### config.mk
export PLATFORM = sky130hd
export DESIGN_NAME = accum_feeder
export DESIGN_NICKNAME = d
export VERILOG_FILES = /design/src/rtl/accum_feeder.sv
export SDC_FILE = /design/constraint.sdc
export NUM_CORES = 1
export LEC_CHECK = 0
export ABC_AREA = 1
export ABC_CLOCK_PERIOD_IN_PS = 3300
export BUFFER_PORTS_ARGS = -buffer_cell sky130_fd_sc_hd__buf_2
export CAP_MARGIN = 20
export CELL_PAD_IN_SITES_DETAIL_PLACEMENT = 1
export CELL_PAD_IN_SITES_GLOBAL_PLACEMENT = 1
export CORE_MARGIN = 2
export CORE_UTILIZATION = 47
export DETAILED_ROUTE_END_ITERATION = 10
export PLACE_DENSITY_LB_ADDON = 0.1
export SLEW_MARGIN = 15
export SYNTH_ARGS = -nofsm -noshare
export SYNTH_HDL_FRONTEND = slang
export SYNTH_SLANG_ARGS = --single-unit
### constraint.sdc
create_clock -name Clk -period 3.3 [get_ports Clk]
set_clock_uncertainty 0.05 [all_clocks]
set_input_delay 0.66 -clock Clk [delete_from_list [all_inputs] [get_ports Clk]]
set_output_delay 0.66 -clock Clk [all_outputs]
set_load 0.01 [all_outputs]
### src/rtl/accum_feeder.sv
// accum_feeder: FIFO-buffered sample sequencer that feeds an accumulator in fixed-length frames.
// Optional `ACCUM_FEEDER_PAUSE_EN adds a Pause input that stalls draining while in FEED.
module accum_feeder #(
   parameter int n     = 6,
   parameter int DEPTH = 4,
   parameter int FRAME = 4
) (
   input  logic                     Clk,
   input  logic                     Reset,
`ifdef ACCUM_FEEDER_PAUSE_EN
   input  logic                     Pause,
`endif
   input  logic                     InValid,
   output logic                     InReady,
   input  logic [n-1:0]             InData,
   output logic [n-1:0]             Data,
   output logic                     En,
   output logic                     Clr,
   output logic                     FrameDone,
   output logic [$clog2(DEPTH):0]   Level
);

   localparam int AW = $clog2(DEPTH);
   localparam int CW = $clog2(FRAME + 1);

   typedef enum logic [1:0] {
      S_CLEAR = 2'd0,
      S_FEED  = 2'd1,
      S_LAST  = 2'd2,
      S_DONE  = 2'd3
   } state_t;

   state_t          state_q, state_d;
   logic [AW:0]     wr_ptr_q, wr_ptr_d;
   logic [AW:0]     rd_ptr_q, rd_ptr_d;
   logic [CW-1:0]   cnt_q, cnt_d;
   logic [n-1:0]    data_q, data_d;
   logic            en_q, en_d;
   logic [n-1:0]    mem_q [DEPTH];

   logic            empty_s;
   logic            full_s;
   logic            push_s;
   logic            pop_s;
   logic            pause_s;

`ifdef ACCUM_FEEDER_PAUSE_EN
   assign pause_s = Pause;
`else
   assign pause_s = 1'b0;
`endif

   // FIFO status, handshake and pointer updates
   always_comb begin
      empty_s  = (wr_ptr_q == rd_ptr_q);
      // Same slot index but opposite wrap bit means the FIFO is full
      full_s   = (wr_ptr_q[AW] != rd_ptr_q[AW]) && (wr_ptr_q[AW-1:0] == rd_ptr_q[AW-1:0]);
      push_s   = InValid && !full_s;
      pop_s    = (state_q == S_FEED) && !empty_s && !pause_s;
      wr_ptr_d = wr_ptr_q;
      rd_ptr_d = rd_ptr_q;
      if (push_s) begin
         wr_ptr_d = wr_ptr_q + {{AW{1'b0}}, 1'b1};
      end else begin
         wr_ptr_d = wr_ptr_q;
      end
      if (pop_s) begin
         rd_ptr_d = rd_ptr_q + {{AW{1'b0}}, 1'b1};
      end else begin
         rd_ptr_d = rd_ptr_q;
      end
   end

   // Frame sequencing and the accumulator-side beat
   always_comb begin
      state_d = state_q;
      cnt_d   = cnt_q;
      en_d    = 1'b0;
      data_d  = data_q;
      case (state_q)
         S_CLEAR: begin
            cnt_d   = '0;
            state_d = S_FEED;
         end
         S_FEED: begin
            if (pop_s) begin
               en_d   = 1'b1;
               data_d = mem_q[rd_ptr_q[AW-1:0]];
               cnt_d  = cnt_q + {{(CW-1){1'b0}}, 1'b1};
               if (cnt_q == CW'(FRAME - 1)) begin
                  state_d = S_LAST;
               end else begin
                  state_d = S_FEED;
               end
            end else begin
               en_d    = 1'b0;
               state_d = S_FEED;
            end
         end
         S_LAST: begin
            state_d = S_DONE;
         end
         S_DONE: begin
            state_d = S_CLEAR;
         end
         default: begin
            state_d = S_CLEAR;
            cnt_d   = '0;
         end
      endcase
   end

   // Control and datapath registers; reset flushes the FIFO and abandons the frame
   always_ff @(posedge Clk) begin
      if (Reset) begin
         state_q  <= S_CLEAR;
         wr_ptr_q <= '0;
         rd_ptr_q <= '0;
         cnt_q    <= '0;
         en_q     <= 1'b0;
         data_q   <= '0;
      end else begin
         state_q  <= state_d;
         wr_ptr_q <= wr_ptr_d;
         rd_ptr_q <= rd_ptr_d;
         cnt_q    <= cnt_d;
         en_q     <= en_d;
         data_q   <= data_d;
      end
   end

   // FIFO storage
   always_ff @(posedge Clk) begin
      if (!Reset && push_s) begin
         mem_q[wr_ptr_q[AW-1:0]] <= InData;
      end
   end

   assign InReady   = !full_s;
   assign Level     = wr_ptr_q - rd_ptr_q;
   assign Data      = data_q;
   assign En        = en_q;
   assign Clr       = (state_q == S_CLEAR);
   assign FrameDone = (state_q == S_DONE);

endmodule

==> results of run 1 <==
cells by family after synthesis:
kind of cell | Yosys count
simple gates | 94
compound gates | 20
buf+inv | 29
xor+xnor | 3
fa+ha+maj | 10
flops | 42
critical path, stage by stage, from the launching register on:
cell and delay [ns]:
sky130_fd_sc_hd__dfxtp_1 0.56, sky130_fd_sc_hd__inv_1 0.22, sky130_fd_sc_hd__ha_1 0.33, sky130_fd_sc_hd__nand2_1 0.05, sky130_fd_sc_hd__inv_1 0.09, sky130_fd_sc_hd__nand2_2 0.11
sky130_fd_sc_hd__buf_2 0.16
path summary, 6_finish.rpt:
path / slack (ns) / cells after the start / to / start
setup / recovery: 0.78 / 6 / InReady / rd_ptr_q[1]
setup reg to reg: 0.98 / 7 / mem_q[0][3] / rd_ptr_q[1]
hold / removal: 0.43 / 2 / cnt_q[1] / cnt_q[1]
hold reg to reg: 0.43 / 2 / cnt_q[1] / cnt_q[1]
through the flow:
stage / hold slack, ns / total power [W] / setup WS [ns] / std cells
floorplan: 0.396 / 0.000757 / 1.30 / 198
global placement: 0.406 / 0.000801 / 1.14 / 263
detailed placement: 0.428 / 0.000812 / 0.976 / 263
CTS: 0.441 / 0.00116 / 0.750 / 271
global route: 0.469 / 0.00122 / 0.610 / 271
finish: 0.434 / 0.00115 / 0.778 / 271
registers in the layout, summed over array words and instances (netlist names), named ones only:
register	count
mem_q	24
Data	6
cnt_q	3
rd_ptr_q	3
wr_ptr_q	3
En	1
state_q	1
placed cells by master (no fill, tap or decap), types with 5 or more instances in the layout:
master	Yosys	final
sky130_fd_sc_hd__buf_2	2	21
sky130_fd_sc_hd__dfxtp_1	18	18
sky130_fd_sc_hd__nand2_1	34	34
sky130_fd_sc_hd__inv_1	21	21
sky130_fd_sc_hd__ha_1	9	9
sky130_fd_sc_hd__clkbuf_8	0	5
sky130_fd_sc_hd__nor2_1	38	38
sky130_fd_sc_hd__nand3_1	8	8
sky130_fd_sc_hd__o21ai_0	10	10
sky130_fd_sc_hd__edfxtp_1	24	24
area by class of cell:
cell class              count  area (µm²)  area share (%)
inverters                  23        86.3            4.03
repair buffers             21         105            4.91
flip-flops and latches     42        1080            50.5
multi-input cells         127         711            33.2
well taps                  50        62.6            2.92
clock inverters             3        26.3            1.23
clock buffers               5        68.8            3.21
per-layer routing:
metal	share of wire (%)	track usage (%)	vias up
li1	-	-	678
met1	46	24.2	631
met2	47	32.4	25
met3	3.4	5.26	12
met4	3.4	9.75	0
met5	0	0	-
where the power goes:
group	internal [W]	switching [W]
combinational	0.0000688	0.000123
sequential	0.000582	0.0000233
clock	0.000157	0.000197
==> implementation parameters, run 1 <==
Parameter                              Value

Finish
  Fillcell total ... 470
  Area grow syn2layout ... 11.4%
  Total Nets Final ... 239
  Final Instance Area ... 2140 µm²
  Antenna fix cells ... 0
  Share of post-route cells with drive strength above 1 ... 20.8%
  End-of-flow core utilization ... 53.9%

STA
  Worst-Margin Slew ... 0.540 ns
  Max-slew violation count ... 0
  Final period util ... around 76%
  Number of hold violations in the final report ... 0
  Max_slew headroom ... 64.0%
  Maximum clock rate ... 396 MHz
  Number of failing setup endpoints in the final timing report ... 0
  Fin crit period ... 2.52 ns
  Setup repair after global routing missed its margin ... no
  Final sum of negative setup slack ... 0 ns

Pwr
  Cell area power density ... 538 nW/µm²
  Cell leakage power ... 0.944 nW
  Highest ir drop seen on vdd ... 0.000293 V

Synthesis
  Synthesized net count ... approximately 220
  Proportion of synthesized flip-flops having asynchronous set or reset ... 0%
  Combinational family with the most area after synthesis ... simple AND/OR/NAND/NOR gates
  Post-synthesis simple-gate area fraction ... 22.7%
  Top area cells in the synthesized netlist ... sky130_fd_sc_hd__edfxtp_1 38%, sky130_fd_sc_hd__dfxtp_1 19%, sky130_fd_sc_hd__nor2_1 7.4%
  Complex-gate fraction of the synthesized area ... 5.99%
  Total of flip-flops plus latches after synthesis ... 42
  Synthesized-area fraction occupied by xor and xnor cells ... 1.37%
  Top post-synthesis cells by count ... 38 x sky130_fd_sc_hd__nor2_1, 34 x sky130_fd_sc_hd__nand2_1, 24 x sky130_fd_sc_hd__edfxtp_1, 21 x sky130_fd_sc_hd__inv_1, 18 x sky130_fd_sc_hd__dfxtp_1
  Adder-cell share of the synthesized area ... around 6.9%
  Post-Syn Instances ... 198
  Number of synthesized flops with an enable pin ... 24
  Top_reg_cell synth ... sky130_fd_sc_hd__edfxtp_1
  Number of distinct standard cells referenced by the synthesized netlist ... 26
  Multiplexer area fraction after synthesis ... 0%
  Avg Inst Size Synth ... 9.71 µm²
  Most frequent cell after synthesis ... sky130_fd_sc_hd__nor2_1
  Largest area contributor in the synthesized netlist ... sky130_fd_sc_hd__edfxtp_1
  Total of warnings raised by yosys ... 0
  Area share of the leading cell type in the synthesized netlist ... 37.5%
  Sequential-to-total area share from yosys stat ... a little under three fifths
  Cell Area, Synth ... 1920 µm²

GRT
  Global-route wire length before repair ... roughly 6400 µm
  Global routing usage summed across all routing layers ... 19.8%
  Residual overflow from global routing ... 0
  Antenna violations before repair ... 0
  Pin count of the biggest net entering global routing ... 21
  Vias in the first global route ... 1335

Floorplan
  DIE AREA ... between 4000 and 5000 µm²
  Core footprint ... slightly below 4000 µm²
  X dimension of the die ... a little under 70 µm
  Io pins ... 22
  Placement Rows ... 23
  Initial core utilization ... roughly 48%
  Floorplan die height ... 67.9 µm

Worst hold path
  Path type of the worst min-delay path ... reg2reg

Route
  Routed len/inst ... roughly 14 µm
  Remaining antenna violation count ... 0
  Routed vias ... 1346
  Total routed wirelength ... 3870 µm
  1st-pass router iterations ... 4
  DRT iter0 DRCs ... 54
  Post-route DRC ... 0
  Post-DR vias/cell ... 4.97

Setup path
  Arrival time reported for the critical path endpoint ... 1.81 ns
  Element type at the critical path start ... flip-flop
  Required time of the critical path ... 2.59 ns
  Category of the worst setup path capture point ... output port
  Maximum net fanout on the critical path ... 10
  Type of the setup path with the least slack ... reg2out

Clock tree
  CTS tree ... built
  Number of clock sinks ... between 40 and 50
  Number of hold buffers added after CTS ... 0
  Clk pin slew, worst setup/hold paths ... 0.08 ns
  Worst-Skew Late Latency ... roughly 0.30 ns
  Number of buffers inserted to repair setup after CTS ... 0
  Maximum root-to-sink buffer count ... 2
  TritonCTS buffer count ... 5
  Number of levels in the clock H-tree ... 2
  Clock root cell ... sky130_fd_sc_hd__clkbuf_8
  PostCTS Resize Cnt ... 0

Placed design
  Total of buffers placed on input and output ports ... 21
  Final HPWL DP ... 2980 µm
  Total placed instance area ... around 2000 µm²
  Final Wtd Congestion ... 0.819

Status
  Run status ... finished, final reports clean

Flow run
  Number of max-cap violations ... 0
Note: power is estimated with default switching activity, not from simulation.
==> run 2, diff against run 1 <==
--- a/config.mk
+++ b/config.mk
@@ -6,13 +6,13 @@
 export NUM_CORES = 1
 export LEC_CHECK = 0
 export ABC_AREA = 1
-export ABC_CLOCK_PERIOD_IN_PS = 3300
+export ABC_CLOCK_PERIOD_IN_PS = 2300
 export BUFFER_PORTS_ARGS = -buffer_cell sky130_fd_sc_hd__buf_2
 export CAP_MARGIN = 20
 export CELL_PAD_IN_SITES_DETAIL_PLACEMENT = 1
 export CELL_PAD_IN_SITES_GLOBAL_PLACEMENT = 1
 export CORE_MARGIN = 2
-export CORE_UTILIZATION = 47
+export CORE_UTILIZATION = 40
 export DETAILED_ROUTE_END_ITERATION = 10
 export PLACE_DENSITY_LB_ADDON = 0.1
 export SLEW_MARGIN = 15
==> constraint.sdc (replaced) <==
create_clock -name Clk -period 2.3 [get_ports Clk]
set_clock_uncertainty 0.05 [all_clocks]
set_input_delay 0.46 -clock Clk [delete_from_list [all_inputs] [get_ports Clk]]
set_output_delay 0.46 -clock Clk [all_outputs]
set_load 0.01 [all_outputs]
==> run 2 against run 1 <==
  * First-iteration DRC count up 7.4%
  * Critical endpoint is now Level[2]
  * Utilization decreased by 7.8 points
  * Largest cell class unchanged
  * Non-clock buffer count rose by 2
==> implementation parameters, run 2 (synthesis results as in run 1) <==
Parameter                              Value

Setup path
  Required time of the critical path ... 1.79 ns
  Cell chain of the critical path ... inv_1 > ha_1 > fa_1 > xor2_1 > buf_2
  Top delay family on crit path ... adder cells
  FF-to-FF Start ... wr_ptr_q[0]
  Worst Reg-to-Reg Cells ... 7
  Setup crit end ... Level[2]
  Type of the setup path with the least slack ... reg2out
  Number of buffers and inverters on the critical path ... 2
  Arrival time reported for the critical path endpoint ... 1.65 ns
  Element type at the critical path start ... flip-flop
  Worst r2r dst ... mem_q[0][5]
  Slack of the worst reg-to-reg path ... 0.28 ns
  Slowest cell on the critical path ... sky130_fd_sc_hd__dfxtp_2
  Critical Path Max Stage Delay ... 0.37 ns
  CP startpoint ... wr_ptr_q[0]
  Number of cells on the critical path ... 5
  Category of the worst setup path capture point ... output port
  Maximum net fanout on the critical path ... 4

GRT
  Antenna violations before repair ... 0
  Residual overflow from global routing ... 0
  Vias in the first global route ... 1325
  Global-route wire length before repair ... ~6500 µm
  Global routing usage summed across all routing layers ... ~16%
  Pin count of the biggest net entering global routing ... 21

Route
  1st-pass router iterations ... 3
  Routed vias ... 1342
  Total routed wirelength ... 3930 µm
  Post-route DRC ... 0
  Routed len/inst ... 14.2 µm
  Post-DR vias/cell ... 4.84
  DRT iter0 DRCs ... 58
  Remaining antenna violation count ... 0

Placed design
  Final HPWL DP ... between 3000 and 4000 µm
  Total of buffers placed on input and output ports ... 21
  Total placed instance area ... ~2100 µm²
  Final Wtd Congestion ... about 0.76

Floorplan
  DIE AREA ... 5380 µm²
  Floorplan die height ... around 73 µm
  Io pins ... 22
  Core footprint ... 4690 µm²
  Placement Rows ... 25
  X dimension of the die ... about 73 µm
  Initial core utilization ... roughly two fifths

Worst hold path
  HP Start ... InData[4]
  Path type of the worst min-delay path ... in2reg

STA
  Final period util ... 93.9%
  Number of hold violations in the final report ... 0
  Fin crit period ... 2.16 ns
  Max-slew violation count ... 0
  Max_slew headroom ... approximately 65%
  Worst-Margin Slew ... about 0.52 ns
  Number of failing setup endpoints in the final timing report ... 0
  Setup repair after global routing missed its margin ... no
  Maximum clock rate ... roughly 460 MHz
  Final sum of negative setup slack ... 0 ns

Finish
  Share of post-route cells with drive strength above 1 ... 22.0%
  Final Instance Area ... 2160 µm²
  Total Nets Final ... 241
  Most used cells in the layout excluding fill and tap cells ... 38 x sky130_fd_sc_hd__nor2_1, 34 x sky130_fd_sc_hd__nand2_1, 24 x sky130_fd_sc_hd__edfxtp_1, 21 x sky130_fd_sc_hd__inv_1, 21 x sky130_fd_sc_hd__buf_2
  Fillcell total ... between 500 and 600
  Area of the multi-input gates ... 711 µm²
  Area grow syn2layout ... 12.5%
  Commonest non-fill, non-tap cell in the layout ... sky130_fd_sc_hd__nor2_1
  Area taken by flip-flops and latches ... 1080 µm²
  Max FFs per register ... 24
  Antenna fix cells ... 0

Clock tree
  TritonCTS buffer count ... 5
  Number of buffers inserted to repair setup after CTS ... 0
  Clock root cell ... sky130_fd_sc_hd__clkbuf_8
  Maximum root-to-sink buffer count ... 2
  Number of levels in the clock H-tree ... 2
  Number of clock sinks ... between 40 and 50
  Worst-Skew Late Latency ... 0.30 ns
  PostCTS Resize Cnt ... 0
  Clk pin slew, worst setup/hold paths ... 0.09 ns
  CTS tree ... built
  Number of hold buffers added after CTS ... 0

Pwr
  Highest ir drop seen on vdd ... 0.000378 V
  Cell leakage power ... around 0.95 nW
  Cell area power density ... 767 nW/µm²
  Power, Total ... 0.00166 W

Status
  Run status ... finished, final reports clean

Flow run
  Number of max-cap violations ... 0
run 2: cell count changes in the layout (fill, tap and decap cells not counted):
cell | previous run | this run
sky130_fd_sc_hd__dfxtp_1 | 18 | 17
sky130_fd_sc_hd__buf_4 | 0 | 2
sky130_fd_sc_hd__dfxtp_2 | 0 | 1
run 2: power by group:
group,leakage [nW],total [W],internal (W),switching (W)
clock network,0.0495,0.000508,0.000225,0.000282
registers,0.366,0.000856,0.000835,0.0000216
logic,0.540,0.000295,0.000104,0.000191
total,0.955,0.00166,0.00116,0.000495
run 2: metrics by stage:
step | hold slack [ns] | util, % | worst slack, ns | std cells
global route | 0.320 | 46.1 | 0.0506 | 277
global placement | 0.407 | 44.0 | 0.362 | 269
CTS | 0.323 | 46.1 | 0.0695 | 277
finish | 0.327 | 46.1 | 0.140 | 277
floorplan | 0.396 | - | 0.300 | 198
detailed placement | 0.440 | 44.0 | 0.208 | 269
run 2: worst min-delay path by stage:
stage,endpoint,cells past startpoint,slack (ns)
CTS,mem_q[0][1],1,0.32
floorplan,cnt_q[2],2,0.40
detailed placement,cnt_q[1],2,0.44
finish,mem_q[3][4],1,0.33
global placement,cnt_q[2],2,0.41
global route,mem_q[0][1],1,0.32
run 2: layout make-up:
| type | count | area share [%] |
|---|---|---|
| sequential | 42 | 50.1 |
| multi-input combinational | 127 | 32.9 |
| timing repair buffer | 23 | 5.56 |
| inverter | 23 | 3.99 |
| clock buffer | 5 | 3.18 |
| tap | 54 | 3.13 |
| clock inverter | 3 | 1.22 |
run 2: per-layer routing:
metal	global-route usage (%)	share of wire (%)
met2	26.4	50
met3	4.12	2.4
met1	21.6	47
met5	0	0
met4	4.85	0.84
